**src/rtl/card_datapath.sv**
```systemverilog
// card_datapath: datapath responder for the baccarat hand controller.
// A free-running card generator (SEED..DECK_MAX, wrapping to 1) is captured
// into the strobed player/dealer card registers. Scores (sum of card values
// mod 10) are combinational from those registers.
//
// Ports:
//   slow_clock, resetb            clock, asynchronous active-low reset
//   load_pcard1..3, load_dcard1..3 capture strobes
//   pcard1..3, dcard1..3          card codes (0 = empty, 1..13 = A..K)
//   pscore, dscore                combinational scores 0..9
//   new_card                      current generator value
//   cards_dealt                   capture count, saturating at 6
//   load_conflict                 one-cycle pulse after a multi-strobe edge
//
// Optional: define CARD_DATAPATH_TALLY_EN to add player_win_light,
// dealer_win_light inputs and player_wins, dealer_wins saturating tallies.
module card_datapath #(
    parameter int unsigned SEED     = 1,
    parameter int unsigned DECK_MAX = 13
) (
    input  logic       slow_clock,
    input  logic       resetb,
    input  logic       load_pcard1,
    input  logic       load_pcard2,
    input  logic       load_pcard3,
    input  logic       load_dcard1,
    input  logic       load_dcard2,
    input  logic       load_dcard3,
    output logic [3:0] pcard1,
    output logic [3:0] pcard2,
    output logic [3:0] pcard3,
    output logic [3:0] dcard1,
    output logic [3:0] dcard2,
    output logic [3:0] dcard3,
    output logic [3:0] pscore,
    output logic [3:0] dscore,
    output logic [3:0] new_card,
    output logic [2:0] cards_dealt,
    output logic       load_conflict
`ifdef CARD_DATAPATH_TALLY_EN
    ,
    input  logic       player_win_light,
    input  logic       dealer_win_light,
    output logic [3:0] player_wins,
    output logic [3:0] dealer_wins
`endif
);

    localparam int unsigned CARD_W = 4;
    localparam int unsigned SUM_W  = 5;
    localparam int unsigned CNT_W  = 3;
    localparam int unsigned MAX_DEALT = 6;

    // Baccarat value of a card code: 1..9 face value, tens/faces/empty are 0.
    function automatic logic [SUM_W-1:0] card_val(input logic [CARD_W-1:0] c);
        return ((c >= CARD_W'(1)) && (c <= CARD_W'(9))) ? SUM_W'(c) : '0;
    endfunction

    logic [CNT_W-1:0] strobe_cnt;
    logic [CNT_W:0]   dealt_sum;
    logic [SUM_W-1:0] psum;
    logic [SUM_W-1:0] dsum;

    // Number of strobes asserted on this edge.
    assign strobe_cnt = CNT_W'(load_pcard1) + CNT_W'(load_pcard2) + CNT_W'(load_pcard3)
                      + CNT_W'(load_dcard1) + CNT_W'(load_dcard2) + CNT_W'(load_dcard3);
    assign dealt_sum  = (CNT_W+1)'(cards_dealt) + (CNT_W+1)'(strobe_cnt);

    // Scores: max sum is 27, so 5 bits suffice before the mod.
    assign psum   = card_val(pcard1) + card_val(pcard2) + card_val(pcard3);
    assign dsum   = card_val(dcard1) + card_val(dcard2) + card_val(dcard3);
    assign pscore = CARD_W'(psum % SUM_W'(10));
    assign dscore = CARD_W'(dsum % SUM_W'(10));

    // Free-running generator; never pauses, never holds 0.
    always_ff @(posedge slow_clock or negedge resetb) begin
        if (!resetb) begin
            new_card <= CARD_W'(SEED);
        end else if (new_card == CARD_W'(DECK_MAX)) begin
            new_card <= CARD_W'(1);
        end else begin
            new_card <= new_card + CARD_W'(1);
        end
    end

    // Card capture; simultaneous strobes all take the same pre-edge value.
    always_ff @(posedge slow_clock or negedge resetb) begin
        if (!resetb) begin
            pcard1 <= '0;
            pcard2 <= '0;
            pcard3 <= '0;
            dcard1 <= '0;
            dcard2 <= '0;
            dcard3 <= '0;
        end else begin
            if (load_pcard1) pcard1 <= new_card;
            if (load_pcard2) pcard2 <= new_card;
            if (load_pcard3) pcard3 <= new_card;
            if (load_dcard1) dcard1 <= new_card;
            if (load_dcard2) dcard2 <= new_card;
            if (load_dcard3) dcard3 <= new_card;
        end
    end

    // Dealt counter (saturating) and conflict pulse.
    always_ff @(posedge slow_clock or negedge resetb) begin
        if (!resetb) begin
            cards_dealt   <= '0;
            load_conflict <= 1'b0;
        end else begin
            cards_dealt   <= (dealt_sum > (CNT_W+1)'(MAX_DEALT)) ? CNT_W'(MAX_DEALT)
                                                                 : dealt_sum[CNT_W-1:0];
            load_conflict <= (strobe_cnt > CNT_W'(1));
        end
    end

`ifdef CARD_DATAPATH_TALLY_EN
    logic pw_q, pw_d, dw_q, dw_d;
    logic p_rise, d_rise;

    assign p_rise = pw_q & ~pw_d;
    assign d_rise = dw_q & ~dw_d;

    // Registered win lights with rising-edge tally; a tie counts for nobody.
    always_ff @(posedge slow_clock or negedge resetb) begin
        if (!resetb) begin
            pw_q        <= 1'b0;
            pw_d        <= 1'b0;
            dw_q        <= 1'b0;
            dw_d        <= 1'b0;
            player_wins <= '0;
            dealer_wins <= '0;
        end else begin
            pw_q <= player_win_light;
            pw_d <= pw_q;
            dw_q <= dealer_win_light;
            dw_d <= dw_q;
            if (p_rise && !d_rise && (player_wins != 4'hF)) player_wins <= player_wins + 4'd1;
            if (d_rise && !p_rise && (dealer_wins != 4'hF)) dealer_wins <= dealer_wins + 4'd1;
        end
    end
`endif

endmodule

```
**config.mk**
```make
export PLATFORM = sky130hd
export DESIGN_NAME = card_datapath
export DESIGN_NICKNAME = d
export VERILOG_FILES = /design/src/rtl/card_datapath.sv
export SDC_FILE = /design/constraint.sdc
export NUM_CORES = 1
export LEC_CHECK = 0
export CAP_MARGIN = 40
export CORE_AREA = 5 5 54 103
export CTS_CLUSTER_SIZE = 30
export DETAILED_ROUTE_END_ITERATION = 8
export DIE_AREA = 0 0 59 108
export GPL_TIMING_DRIVEN = 0
export MAX_ROUTING_LAYER = met4
export PLACE_DENSITY = 0.85
export SYNTH_ARGS = -nofsm -noshare
export SYNTH_HDL_FRONTEND = slang
export SYNTH_SLANG_ARGS = --single-unit
```
**constraint.sdc**
```tcl
create_clock -name slow_clock -period 6.1 [get_ports slow_clock]
set_input_delay 1.22 -clock slow_clock [delete_from_list [all_inputs] [get_ports slow_clock]]
set_output_delay 1.22 -clock slow_clock [all_outputs]
set_load 0.03 [all_outputs]
```
[After elaboration in Yosys (flattened, before gate mapping)]
Cells that the tools add are included.
Word-level totals
  register bits: 32
  bits in latches: 0
  memory bits (writable): 0
  memory bits (read-only): 0
  input bits: 8
  output and inout port bits: 40
  logic and storage cells: 51
  memories kept: 0
Cells by class
  add/sub/neg operators: 11
  multipliers: 0
  div/mod/pow operators: 2
  order comparisons: 14
  eq/ne operators: 1
  shifts and indexed selects: 0
  mux-type cells: 8
  bitwise gates (word level): 0
  reductions and logical operators: 6
Operators with widths (count)
  4-bit 2-to-1 mux: 7
  4-bit by 1-bit >= comparator with 1-bit output (second input constant): 6
  4-bit less-or-equal comparator (second input constant): 6
  4-bit by 4-bit adder with 5-bit output: 2
  5-bit by 4-bit adder with 5-bit output: 2
  5-bit by 4-bit modulo with 5-bit output (second input constant): 2
  3-bit by 1-bit adder with 3-bit output: 3
  1-bit logical AND: 6
  3-bit by 3-bit adder with 4-bit output: 1
  4-bit by 1-bit adder with 4-bit output (second input constant): 1
  4-bit == test (second input constant): 1
  4-bit by 3-bit greater-than comparator with 1-bit output (second input constant): 1
  2-bit by 1-bit adder with 3-bit output: 1
  3-bit by 1-bit greater-than comparator with 1-bit output (second input constant): 1
  3-bit 2-to-1 mux: 1
  1-bit by 1-bit adder with 2-bit output: 1

[Depth between registers and ports, before layout]
Gate-level depths: netlist (run 1).
  word-level depth: 8
  mapped depth: 16
  gate-level depth less buffers: 16

[Least setup slack after synthesis (run 1)]
Ideal clock, no wire load.
  path kind: flip-flop to output port
  start point: register dcard1[3]
  end point: output port dscore[2]
  arrival time: 4.341 ns
  data required time: 4.880 ns
  slack: 0.539 ns
  cell stages (with the launch flop): 16
  path buffers: 0
  path through: dfrtp_1 -> o21ai_0 -> and2_1 -> fa_1 -> ha_1 -> fa_1 -> xor2_1 -> inv_1 -> ha_1 -> o22ai_1 -> xnor2_1 -> ha_1 -> o31a_1 -> or3_1 -> a21oi_2 -> mux2i_1
Between the ends
  word-level cells in the longest chain between the ends: 6
  elaborated cells on any way between the ends: 7
  classes of those cells: add/sub (2); div (1); order compare (2); mux (1); reduce/logical (1)
Ends and longest elaborated chain
  from (decl): RTL line 32  | output logic [3:0] dcard1,
  from (signal assigned): RTL line 99  | if (load_dcard1) dcard1 <= new_card;
  4-bit by 1-bit >= comparator with 1-bit output or 4-bit less-or-equal comparator (tied branches): RTL line 56  | return ((c >= CARD_W'(1)) && (c <= CARD_W'(9))) ? SUM_W'(c) : '0;
  1-bit logical AND: RTL line 56
  4-bit 2-to-1 mux *: RTL line 56
  4-bit by 4-bit adder with 5-bit output *: RTL line 71  | assign dsum = card_val(dcard1) + card_val(dcard2) + card_val(dcard3);
  5-bit by 4-bit adder with 5-bit output *: RTL line 71
  5-bit by 4-bit modulo with 5-bit output *: RTL line 73  | assign dscore = CARD_W'(dsum % SUM_W'(10));
  to (decl): RTL line 36  | output logic [3:0] dscore,
Every way passes the cells marked *; elsewhere a longest branch is shown, timed or not.

[Final worst setup path (run 1)]
  start point: register dcard1[2]
  end point: output port dscore[2]
Same word-level chain as after synthesis.

==> flow_metrics.py, run 1 <==
metrics = {
    "logic_synthesis": {
        "post_synth_instance_area_um2": 2300,
        "share_of_the_synthesized_area_in_the_top_cell_type": 0.338,
        "yosysUniqueCellTypes": 39,
        "post_synth_main_area_contributors": "dfrtp_1, fa_1, mux2_2",
        "yosys_warning_total": 0,
        "synth_sequential_area_ratio": 0.349,
        "synthesis.nets": 257,
        "synth_seq_cells": 32,
        "synth_top_area_cell": "dfrtp_1",
        "post_synth.cell_area_avg_um2": 10.5,
        "syn-instance-count": 219,
    },
    "min_path": {
        "hold_path.class": "reg -> reg",
    },
    "floorplanning": {
        "die-width_um": 59,
        "start_util": 0.495,
        "die_h_um": 108,
        "die_area_um2": 6370,
        "ios": 48,
        "floorplan.core_area_um2": 4640,
        "core.rowCount": 35,
    },
    "drt": {
        "routed_vias": 1817,
        "route.detailed.vias_per_inst": 5.52,
        "detail_route.wirelength_um": 5320,
        "drt_drc_violations_left": 0,
        "post_drt_wl_per_cell_um": 16.2,
        "total_iterations_of_the_first_detailed_routing_run": 4,
        "ant_nets": 0,
        "drt-initial-drc-count": 34,
    },
    "clock_network": {
        "cts_setup_buffers": 0,
        "numClockSinks": 32,
        "post_cts.resized_instances": 3,
        "root_buffer": "clkbuf_8",
        "ctsLongestPathBuffers": 2,
        "h_tree_depth": 2,
        "worst_skew_pair.late_latency_ns": 0.29,
        "path_clk_slew_ns": 0.07,
        "cts_hold_repair.buffers": 0,
        "tritoncts": "done",
        "cts-buffers-inserted": 5,
    },
    "global_routing": {
        "grt_first_pass_wirelength_um": 9070,
        "largest_net_degree_at_the_start_of_global_routing": 33,
        "grt_antenna_before_repair": 0,
        "grt_remaining_overflow": 0,
        "grt_pass1_vias": 1984,
        "grt_overall_usage": 0.191,
    },
    "final_layout": {
        "layoutNonFillerInstCount": 329,
        "num-nets-final": 311,
        "layout_common_cells": "clkdlybuf4s50_1, dfrtp_1, inv_1",
        "area_growth_pct": 27.0,
        "fillerInstances": 398,
        "design_area_um2": 2920,
        "final_common_cell": "clkdlybuf4s50_1",
        "diodes": 0,
        "post-route-util": 0.629,
        "drive_gt1_frac": 0.172,
    },
    "worst_setup_path": {
        "crit_required_ns": 4.88,
        "timing.critical_path.max_delay_family": "adder cells",
        "cp_cell_sequence": "o21ai_0 -> and2_1 -> fa_1 -> ha_1 -> fa_1 -> xor2_2 -> inv_1 -> ha_1 -> o22ai_1 -> xnor2_1 -> ha_1 -> o31a_1 -> or3_1 -> a21oi_2 -> mux2i_1 -> clkbuf_2",
        "critical_path.startpoint_type": "flip-flop",
        "path_buf_inv": 2,
        "regToRegSetupSlack_ns": 4.40,
        "crit_path_top_delay_cell": "dfrtp_1",
        "worst_ep_arrival_time_ns": 4.59,
        "worst_path_most_repeated_cell": "ha_1",
        "slowest_delay_ns": 0.43,
        "worst_setup_path_end_kind": "primary output",
        "critPathMaxFanout": 5,
        "setup.worst_path.class": "reg -> out",
    },
    "sta": {
        "min_period_over_period": 0.952,
        "postLayoutSetupSlackWorst_ns": 0.291,
        "maxSlewViolCount": 0,
        "fin_crit_period_ns": 5.81,
        "setup_viol_count_final": 0,
        "setup_tns_ns": 0,
        "report.final.hold_viol_count": 0,
        "tightestPinTransition_ns": 0.703,
        "final.setup_skew_ns": 0.00812,
        "rsz0062_at_grt": "false",
        "fmax_mhz": 172,
        "timing.max_slew.rel_slack": 0.531,
    },
    "pwr": {
        "clkPwrFrac": 0.192,
        "power_switching_mw": 0.368,
        "comb_power_share": 0.527,
        "pwr_density_cell_nw_per_um2": 305,
        "share_seq_of_total_power": 0.281,
        "leakagePower_nw": 1.30,
        "vdd_ir_drop_max_v": 0.000237,
        "switching_share": 0.413,
        "intPower_mw": 0.522,
    },
    "placement": {
        "numPortBuffers": 47,
        "gp_congestion": 0.853,
        "place_ws_ns": 0.0771,
        "placed_cells": 321,
        "placed_cell_area_um2": 2830,
        "hpwlAfterDp_um": 4160,
    },
    "flow_run": {
        "maxCapViolCount": 0,
    },
    "outcome": {
        "status": "complete, no violations",
    },
}
[path summary, 6_finish.rpt]
kind / cells after the start / endpoint / from
max: 16 / dscore[2] / dcard1[2]$_DFFE_PN0P_
min: 1 / pcard2[0]$_DFFE_PN0P_ / pcard2[0]$_DFFE_PN0P_
max reg2reg: 6 / cards_dealt[0]$_DFF_PN0_ / cards_dealt[0]$_DFF_PN0_
min reg2reg: 1 / pcard2[0]$_DFFE_PN0P_ / pcard2[0]$_DFFE_PN0P_
max in group asynchronous: 1 / dcard1[3]$_DFFE_PN0P_ / resetb
min in group asynchronous: 1 / pcard1[0]$_DFFE_PN0P_ / resetb
[kinds of logic (layout without fill, tap and decap cells)]
| kind of cell | Yosys count | in the layout | synth area share |
|---|---|---|---|
| AND/OR/NAND/NOR | 62 | 62 | 0.151 |
| flip-flops | 32 | 32 | 0.349 |
| AO/OA/AOI/OAI | 31 | 31 | 0.0844 |
| adder cells (fa/ha/maj) | 30 | 30 | 0.209 |
| buffers and inverters | 30 | 85 | 0.0490 |
| multiplexers | 27 | 27 | 0.131 |
| XOR/XNOR | 7 | 7 | 0.0267 |
[per-layer routing]
metal,vias to the layer above,share of wire,GRT usage
li1,842,-,-
met1,922,0.34,0.185
met2,39,0.60,0.350
met3,14,0.027,0.0239
met4,0,0.030,0.104
met5,-,0,-
[power groups by stage]
stage                     clock network [mW]  registers, mW  logic (mW)
after global placement                     0          0.254       0.466
after global routing                   0.184          0.254       0.516
after detailed placement                   0          0.253       0.480
after floorplan                            0          0.289       0.286
final                                  0.171          0.250       0.469
after CTS                              0.171          0.250       0.474
[stage by stage]
step	hold slack, ns	power (mW)
after floorplan	0.604	0.575
after global placement	0.509	0.719
after detailed placement	0.527	0.734
after CTS	0.542	0.895
after global routing	0.562	0.954
final	0.538	0.890
[flip-flops by register name (all words and copies together), names as in the netlist]
name and count:
dcard3 4, new_card 4, dcard1 4, cards_dealt 3
pcard1 4, load_conflict 1, pcard3 4, dcard2 4
pcard2 4
[final cells by class]
cell class                      count  area [um2]  area share
Clock buffer                        6        82.6      0.0283
Multi-Input combinational cell    157        1390       0.477
Inverter                           26        97.6      0.0334
Clock inverter                      2        10.0     0.00343
Timing Repair Buffer               47         450       0.154
Buffer                              4        15.0     0.00514
Sequential cell                    32         803       0.275
Tap cell                           55        68.8      0.0236
[Yosys cell counts (all sizes together)]
library cell / number
a21o: 1
or2: 4
fa: 14
ha: 16
xnor2: 5
mux2: 24
clkbuf: 4
and3: 2
nand3: 2
o31a: 1
a31oi: 1
nor4bb: 1
dfrtp: 31
or3: 2
nor2b: 5
nor4: 1
nand2: 10
nand2b: 10
o311ai: 1
inv: 26
nor3b: 3
or3b: 1
xor2: 2
and2: 6
o22a: 1
mux2i: 3
nor3: 3
nand3b: 1
a22oi: 1
a2bb2oi: 2
o22ai: 2
a21oi: 6
o221ai: 1
o21ai: 14
dfstp: 1
nor2: 11
Note: power is estimated with default switching activity, not from simulation.
==> inputs of run 2 (changes only) <==
CORE_AREA = 2 2 70 72   (was 5 5 54 103)
DIE_AREA = 0 0 72 74   (was 0 0 59 108)
PLACE_DENSITY = 0.86   (was 0.85)
==> run 2 against run 1 <==
Sequential cell count did not move; cell count unchanged; non-clock buffer count up 1; sequential share of layout area fell by 0.18 points; via count decreased by 5.7%; clock power decreased by 3%; fmax rose by 1.3%; setup slack better by 0.072 ns; critical path depth is the same; clock-buffer cell count increased by 2; hold slack worse by 0.012 ns; first-iteration DRC count is 21% lower.
==> flow_metrics.py, run 2 (synthesized netlist as in run 1, its figures left out) <==
metrics = {
    "drt": {
        "drt_drc_violations_left": 0,
        "routed_vias": 1713,
        "detail_route.wirelength_um": 4620,
        "ant_nets": 0,
        "post_drt_wl_per_cell_um": 14.0,
        "drt-initial-drc-count": 27,
        "total_iterations_of_the_first_detailed_routing_run": 4,
        "route.detailed.vias_per_inst": 5.21,
    },
    "global_routing": {
        "grt_first_pass_wirelength_um": 7920,
        "grt_overall_usage": 0.199,
        "grt_pass1_vias": 1681,
        "grt_remaining_overflow": 0,
        "grt_antenna_before_repair": 0,
        "largest_net_degree_at_the_start_of_global_routing": 20,
    },
    "worst_setup_path": {
        "critical_path.startpoint_type": "flip-flop",
        "worst_reg_to_reg_path_cell_count": 6,
        "crit_required_ns": 4.88,
        "worst_r2r_startpoint": "cards_dealt[0]$_DFF_PN0_",
        "regToRegSetupSlack_ns": 4.47,
        "worst_setup_path_end_kind": "primary output",
        "worst_ep_arrival_time_ns": 4.52,
        "critPathMaxFanout": 6,
        "regToRegEndpoint": "cards_dealt[0]$_DFF_PN0_",
        "setup.worst_path.class": "reg -> out",
    },
    "sta": {
        "timing.max_slew.rel_slack": 0.556,
        "fin_hold_ws_ns": 0.526,
        "report.final.hold_viol_count": 0,
        "tightestPinTransition_ns": 0.664,
        "final.setup_skew_ns": 0.00186,
        "maxSlewViolCount": 0,
        "rsz0062_at_grt": "false",
        "fmax_mhz": 174,
        "min_period_over_period": 0.940,
        "setup_viol_count_final": 0,
        "fin_crit_period_ns": 5.74,
        "setup_tns_ns": 0,
    },
    "floorplanning": {
        "die_h_um": 74,
        "start_util": 0.500,
        "core.rowCount": 25,
        "ios": 48,
        "die_area_um2": 5330,
        "die-width_um": 72,
        "floorplan.core_area_um2": 4600,
    },
    "placement": {
        "gp_congestion": 0.855,
        "hpwlAfterDp_um": 3820,
        "numPortBuffers": 47,
    },
    "min_path": {
        "launch_point_of_the_worst_hold_path": "dcard3[0]$_DFFE_PN0P_",
        "hold_path.class": "reg -> reg",
        "worstHoldEndpoint": "dcard3[0]$_DFFE_PN0P_",
        "worst_hold_path.num_cells": 1,
    },
    "final_layout": {
        "diodes": 0,
        "layout_common_cells": "clkdlybuf4s50_1, dfrtp_1, inv_1",
        "area_growth_pct": 27.7,
        "num-nets-final": 312,
        "fillerInstances": 363,
        "final_common_cell": "clkdlybuf4s50_1",
        "drive_gt1_frac": 0.160,
    },
    "flow_run": {
        "maxCapViolCount": 0,
    },
    "clock_network": {
        "ctsLongestPathBuffers": 2,
        "cts_hold_repair.buffers": 0,
        "numClockSinks": 32,
        "root_buffer": "clkbuf_8",
        "cts-buffers-inserted": 5,
        "h_tree_depth": 2,
        "cts_setup_buffers": 0,
        "path_clk_slew_ns": 0.06,
        "worst_skew_pair.late_latency_ns": 0.29,
        "tritoncts": "done",
        "post_cts.resized_instances": 3,
    },
    "pwr": {
        "leakagePower_nw": 1.30,
        "pwr_density_cell_nw_per_um2": 298,
        "vdd_ir_drop_max_v": 0.000232,
    },
    "outcome": {
        "status": "complete, no violations",
    },
}
[run 2: cell count changes in the layout (fill, tap and decap cells not counted)]
cell and delta:
buf_2 -1, buf_8 +1, clkbuf_1 +2, clkdlybuf4s50_1 +1
clkinv_2 -2, dfrtp_1 +1, dfrtp_2 -1
[run 2: how the worst max path moves through the flow]
| stage | end | from |
|---|---|---|
| floorplan | dscore[2] | dcard1[3]$_DFFE_PN0P_ |
| global placement | dscore[2] | dcard1[3]$_DFFE_PN0P_ |
| detailed placement | dscore[2] | dcard1[3]$_DFFE_PN0P_ |
| CTS | dscore[2] | dcard1[3]$_DFFE_PN0P_ |
| global route | dscore[2] | dcard1[3]$_DFFE_PN0P_ |
| finish | dscore[2] | dcard1[3]$_DFFE_PN0P_ |
[run 2: power breakdown]
group | switching, mW | total [mW] | internal (mW)
combinational | 0.259 | 0.460 | 0.200
sequential | 0.0169 | 0.250 | 0.233
clock | 0.0744 | 0.166 | 0.0918
total | 0.351 | 0.875 | 0.525
[run 2: critical path: stages (launching register included)]
cell      delay [ns]
dfrtp_1         0.43
o21ai_0         0.11
and2_1          0.19
fa_1            0.42
ha_1            0.22
fa_1            0.41
xor2_2          0.21
inv_1           0.12
ha_1            0.24
o22ai_1         0.20
xnor2_1         0.13
ha_1            0.22
o31a_1          0.29
or3_1           0.39
a21oi_2         0.20
mux2i_1         0.21
clkbuf_2        0.22
[run 2: cell type report]
class | instances | area [um2] | share of cell area
plain buffers | 4 | 15.0 | 0.00512
clock buffers | 8 | 90.1 | 0.0307
inverters | 26 | 97.6 | 0.0333
multi-input cells | 157 | 1390 | 0.474
flip-flops and latches | 32 | 802 | 0.273
well taps | 54 | 67.6 | 0.0230
repair buffers | 48 | 470 | 0.160
[run 2: per-stage QoR]
stage	util	instance area (um2)	total power, mW	setup WS, ns	std cells
after CTS	0.639	2940	0.886	0.0860	329
after global placement	0.617	2840	0.714	0.202	320
after detailed placement	0.620	2850	0.728	0.124	321
final	0.638	2930	0.875	0.364	329
after global routing	0.638	2930	0.945	0.0528	329
after floorplan	-	2300	0.575	0.539	219
[run 2: metal layers]
| metal | wire length [um] | vias to the layer above | GRT usage | part of all wire |
|---|---|---|---|---|
| li1 | - | 845 | - | - |
| met1 | 2020 | 827 | 0.247 | 0.44 |
| met2 | 2320 | 31 | 0.324 | 0.50 |
| met3 | 185 | 10 | 0.0461 | 0.040 |
| met4 | 83 | 0 | 0.0671 | 0.018 |
| met5 | 0 | - | - | 0 |
